[src/rtl/axis_div_operand_joiner_pkg.sv]
// Shared definitions for the divider operand joiner: buffer state encoding and
// the width of the statistics counters.
package axis_div_operand_joiner_pkg;

    typedef enum logic [1:0] {
        EMPTY = 2'd0,
        ONE   = 2'd1,
        FULL  = 2'd2
    } fifo_state_e;

    localparam int unsigned CNT_W = 16;

endpackage

[src/rtl/axis_skid_fifo2.sv]
// Two-entry buffer whose head register directly drives the output, so a pair
// written this cycle is visible next cycle and a push+pop in ONE sustains throughput.
module axis_skid_fifo2
    import axis_div_operand_joiner_pkg::*;
#(
    parameter int W = 8
) (
    input  logic         clk_i,
    input  logic         rst_n_i,
    input  logic         push_i,
    input  logic         pop_i,
    input  logic [W-1:0] data_i,
    output logic [W-1:0] data_o,
    output logic         valid_o,
    output logic         full_o
);

    fifo_state_e  state_q;
    logic [W-1:0] head_q;
    logic [W-1:0] tail_q;

    // The caller never pushes in FULL, so FULL only has to handle pop.
    always_ff @(posedge clk_i or negedge rst_n_i) begin
        if (!rst_n_i) begin
            state_q <= EMPTY;
            head_q  <= '0;
            tail_q  <= '0;
        end else begin
            case (state_q)
                EMPTY: begin
                    if (push_i) begin
                        head_q  <= data_i;
                        state_q <= ONE;
                    end
                end
                ONE: begin
                    if (push_i && pop_i) begin
                        head_q <= data_i;
                    end else if (push_i) begin
                        tail_q  <= data_i;
                        state_q <= FULL;
                    end else if (pop_i) begin
                        state_q <= EMPTY;
                    end
                end
                FULL: begin
                    if (pop_i) begin
                        head_q  <= tail_q;
                        state_q <= ONE;
                    end
                end
                default: state_q <= EMPTY;
            endcase
        end
    end

    assign data_o  = head_q;
    assign valid_o = (state_q != EMPTY);
    assign full_o  = (state_q == FULL);

endmodule

[src/rtl/axis_div_operand_joiner.sv]
// Joins a dividend stream and a divisor stream into one pair stream for the
// integer divider, flagging (and optionally dropping) divide-by-zero pairs.
module axis_div_operand_joiner
    import axis_div_operand_joiner_pkg::*;
#(
    parameter int DIVIDEND_WIDTH = 5,
    parameter int DIVISOR_WIDTH  = 3,
    parameter int FLAG_WIDTH     = 10,
    parameter int DROP_DIVZERO   = 0
) (
    input  logic                      clk,
    input  logic                      rst,
    input  logic [DIVIDEND_WIDTH-1:0] axis_in_dividend_data,
    input  logic [FLAG_WIDTH-1:0]     axis_in_dividend_flags,
    input  logic                      axis_in_dividend_valid,
    output logic                      axis_in_dividend_ready,
    input  logic [DIVISOR_WIDTH-1:0]  axis_in_divisor_data,
    input  logic                      axis_in_divisor_valid,
    output logic                      axis_in_divisor_ready,
    output logic [DIVIDEND_WIDTH-1:0] axis_out_dividend,
    output logic [DIVISOR_WIDTH-1:0]  axis_out_divisor,
    output logic [FLAG_WIDTH-1:0]     axis_out_flags,
    output logic                      axis_out_valid,
    input  logic                      axis_out_ready,
    output logic                      axis_out_divzero,
    output logic [CNT_W-1:0]          pair_count,
    output logic [CNT_W-1:0]          divzero_count
);

    localparam int ENTRY_W = 1 + FLAG_WIDTH + DIVISOR_WIDTH + DIVIDEND_WIDTH;
    localparam bit DROP    = (DROP_DIVZERO != 0);

    logic               full;
    logic               join_fire;
    logic               in_divzero;
    logic               push;
    logic               pop;
    logic [ENTRY_W-1:0] entry_in;
    logic [ENTRY_W-1:0] entry_out;
    logic [CNT_W-1:0]   pair_cnt_q,    pair_cnt_d;
    logic [CNT_W-1:0]   divzero_cnt_q, divzero_cnt_d;

    // Readys are gated by rst so they drop the instant reset asserts.
    assign axis_in_dividend_ready = rst && axis_in_divisor_valid  && !full;
    assign axis_in_divisor_ready  = rst && axis_in_dividend_valid && !full;

    assign join_fire  = axis_in_dividend_valid && axis_in_divisor_valid && !full;
    assign in_divzero = (axis_in_divisor_data == '0);
    assign push       = join_fire && !(DROP && in_divzero);
    assign pop        = axis_out_valid && axis_out_ready;
    assign entry_in   = {in_divzero, axis_in_dividend_flags, axis_in_divisor_data,
                         axis_in_dividend_data};

    axis_skid_fifo2 #(
        .W(ENTRY_W)
    ) u_fifo (
        .clk_i  (clk),
        .rst_n_i(rst),
        .push_i (push),
        .pop_i  (pop),
        .data_i (entry_in),
        .data_o (entry_out),
        .valid_o(axis_out_valid),
        .full_o (full)
    );

    assign {axis_out_divzero, axis_out_flags, axis_out_divisor, axis_out_dividend} = entry_out;

    always_comb begin
        pair_cnt_d    = pair_cnt_q;
        divzero_cnt_d = divzero_cnt_q;
        if (pop) begin
            pair_cnt_d = pair_cnt_q + CNT_W'(1);
        end
        if (join_fire && in_divzero) begin
            divzero_cnt_d = divzero_cnt_q + CNT_W'(1);
        end
    end

    always_ff @(posedge clk or negedge rst) begin
        if (!rst) begin
            pair_cnt_q    <= '0;
            divzero_cnt_q <= '0;
        end else begin
            pair_cnt_q    <= pair_cnt_d;
            divzero_cnt_q <= divzero_cnt_d;
        end
    end

    assign pair_count    = pair_cnt_q;
    assign divzero_count = divzero_cnt_q;

endmodule

[config.mk]
export PLATFORM = sky130hd
export DESIGN_NAME = axis_div_operand_joiner
export DESIGN_NICKNAME = d
export VERILOG_FILES = /design/src/rtl/axis_div_operand_joiner_pkg.sv /design/src/rtl/axis_skid_fifo2.sv /design/src/rtl/axis_div_operand_joiner.sv
export SDC_FILE = /design/constraint.sdc
export NUM_CORES = 1
export LEC_CHECK = 0
export ABC_AREA = 1
export ABC_CLOCK_PERIOD_IN_PS = 1600
export CORE_MARGIN = 5
export CORE_UTILIZATION = 50
export CTS_CLUSTER_DIAMETER = 50
export DETAILED_ROUTE_END_ITERATION = 7
export PLACE_DENSITY_LB_ADDON = 0.1
export SLEW_MARGIN = 20
export SYNTH_ARGS = -nofsm -noshare
export SYNTH_HDL_FRONTEND = slang
export SYNTH_SLANG_ARGS = --single-unit
[constraint.sdc]
create_clock -name clk -period 1.6 [get_ports clk]
set_clock_uncertainty 0.05 [all_clocks]
set_input_delay 0.32 -clock clk [delete_from_list [all_inputs] [get_ports clk]]
set_output_delay 0.32 -clock clk [all_outputs]
set_load 0.02 [all_outputs]
==> impl_metrics.tcl <==
set metrics [dict create \
    antenna-diode-count 0 \
    die_w_um 93.1 \
    final-seq-area_um2 1800 \
    p_per_area_nw_per_um2 1380 \
    power_leakage_nw 2.45 \
    end_kind "flip-flop" \
    syn_area_um2 3450 \
    drive_above_1_share_pct 10.6 \
    vias 2987 \
    status "completed" \
    ant_nets 0 \
    cts-htree-levels 3 \
    fmax_ghz 0.649 \
    grt_pass1_vias 2980 \
    ys_seq_area_share_pct 52.2 \
    drt_iter0_drc 81 \
    synth_edf_count 0 \
    ctsHoldBuffers 0 \
    dp_slack_ns -0.337 \
    cts.clk_slew.worst_paths_ns 0.07 \
    synth_commonest_cells "nand2_1, dfrtp_1, nor2_1" \
    synth_most_common_cell "nand2_1" \
    cts_tree "done" \
    yosysTopAreaCell "dfrtp_1" \
    hold_path_class "in -> async" \
    grt_pass1_wl_mm 13.4 \
    worstMarginPinSlew_ns 0.892 \
    area_delta_synth_final_pct 32.9 \
    finalSetupViolations 0 \
    initial_utilization_pct 51.1 \
    crit_arrival_ns 1.71 \
    wl_mm 7.63 \
    crit_end "divzero_count[2]" \
    io_pins 77 \
    numCtsBuffers 9 \
    routabilityCongestion 0.828 \
    placed_cells 604 \
    fin_util_pct 67.9 \
    dieArea_um2 8660 \
    ys_warn_count 0 \
    crit_type "in -> reg" \
    synthCells 436 \
    grt_max_degree 73 \
    r2r_slack_ns 0.13 \
    synth-async-reset-ratio_pct 100 \
    nFillCells 590 \
    crit_fanout 6 \
    ff2ff_path_depth 7 \
    die_y_um 93.1 \
    clock_latency_ns 0.34 \
    drt_pre_antenna_iters 4 \
    slew_viol_final 0 \
    synthesis.nets 461 \
    routedWlPerCell_um 12.3 \
    antenna_found_initial 0 \
    ys.flop_type "dfrtp_1" \
    r2r-start "u_fifo.state_q[1]" \
    cap_violations 0 \
    nets 561 \
    maxSlewHeadroom_pct 40.5 \
    synth_area_per_cell_um2 7.91 \
    io_buffer_count 76 \
    synth_cell_types 24 \
    netlist_top_cells_area "dfrtp_1, nand2_1, nor2_1, inv_1, o21ai_0" \
    yosysTopAreaCellShare_pct 52.2 \
    reg2reg_to "divzero_count[2]" \
    period_share_pct 96.3 \
    grt_usage_pct 19.3 \
    ir_drop_mv 0.774 \
    required_ns 1.76 \
    grt-ovfl-total 0 \
    worstSetupStartpoint "axis_in_dividend_valid" \
    rows 30 \
    fin_cells 620 \
    critPathLaunchType "primary input" \
    rsz0062_at_grt "true" \
    coreArea_um2 6760 \
    cts_root_buf "clkbuf_8" \
    whs_ns 0.164 \
    hold_viol_final 0 \
    multi_input_area_um2 1450 \
    drcViolationCount 0 \
    setup_tns_ns 0 \
    cts_max_path_buffers 2 \
    hpwl_mm 5.47 \
    drt-vias-per-instance 4.82 \
    ys_ff_latch 72 \
    fin_ws_ns 0.0587 \
    cts.sinks 72 \
    fin_crit_ns 1.54 \
]
==> layer usage <==
layer	vias up	part of all wire (%)	wire length (um)	global-route usage (%)
met2	58	47	3610	32.3
met1	1355	46	3490	24.2
met4	0	1.5	118	7.45
met3	10	5.4	410	4.42
met5	-	0	0	0
li1	1564	-	-	-
==> what timing repair did <==
| action | 4_1_cts | 5_1_grt |
|---|---|---|
| resized for setup | 64 | 10 |
| setup endpoints to repair | 72 | 24 |
| buffers inserted | 1 | 0 |
| endpoints found under the hold margin | 0 | 0 |
| pin swaps | 1 | 0 |
| cloned | 0 | 0 |
==> layout make-up <==
class	instances	share of cell area (%)
multi-input combinational	310	31.6
clock buffer	9	2.70
inverter	44	3.60
sequential	72	39.3
tap	80	2.18
timing repair buffer	99	19.8
clock inverter	6	0.818
==> power by group <==
part           switching, mW  internal [mW]
Clock                  0.678          0.545
Combinational           1.44          0.969
Sequential             0.301           2.39
==> placed cells by master, fill, tap and decap left out, drive strengths merged <==
cell type,Yosys,final
ha,2,2
inv,43,44
clkdlybuf4s50,0,21
nor2,48,48
nand4,11,11
xnor2,15,15
nand2,166,166
nand3,13,13
clkinvlp,0,3
clkinv,1,3
o22ai,1,1
dlygate4sd2,0,51
nor3,4,4
a21oi,16,16
o21ai,28,28
dfrtp,72,72
clkbuf,4,9
buf,6,27
xor2,5,5
nand3b,1,1
==> registers in the layout, summed over array words and instances (netlist names) <==
| register | flops |
|---|---|
| u_fifo.data_o | 19 |
| divzero_count | 16 |
| u_fifo.tail_q | 19 |
| u_fifo.state_q | 2 |
| pair_count | 16 |
==> how the worst min path moves through the flow <==
stage,start,endpoint,slack [ns],cells past startpoint
finish,rst,divzero_count[2],0.16,2
global route,rst,pair_count[13],0.26,2
CTS,rst,pair_count[1],0.20,2
detailed placement,u_fifo.data_o[3],u_fifo.data_o[3],0.41,2
global placement,u_fifo.data_o[4],u_fifo.data_o[4],0.40,2
floorplan,rst,divzero_count[0],-0.03,0
==> logic make-up (layout without fill, tap and decap cells) <==
| kind of cell | after synthesis | in the layout | share of synthesized area [%] |
|---|---|---|---|
| AOI/OAI and AO/OA | 45 | 45 | 6.74 |
| xor gates and xnor gates | 20 | 20 | 5.08 |
| DFF | 72 | 72 | 52.2 |
| and+or+nand+nor | 243 | 243 | 28.8 |
| buffers and inverters | 54 | 158 | 6.42 |
| adders and majority gates | 2 | 2 | 0.725 |
==> worst max-delay path: stages <==
cell and delay [ns]:
clkdlybuf4s50_1 0.48, nand2_1 0.13, inv_1 0.15, nand2_1 0.10, nor2_4 0.14, buf_4 0.18, nand2_1 0.08, xnor2_1 0.13
==> per-stage QoR <==
step	instance area (um2)	power, mW
after global routing	4590	6.78
after CTS	4550	6.35
after floorplan	3450	4.15
after global placement	4440	5.24
after detailed placement	4440	5.32
final	4590	6.32
Power figures use the tool's default switching activity.
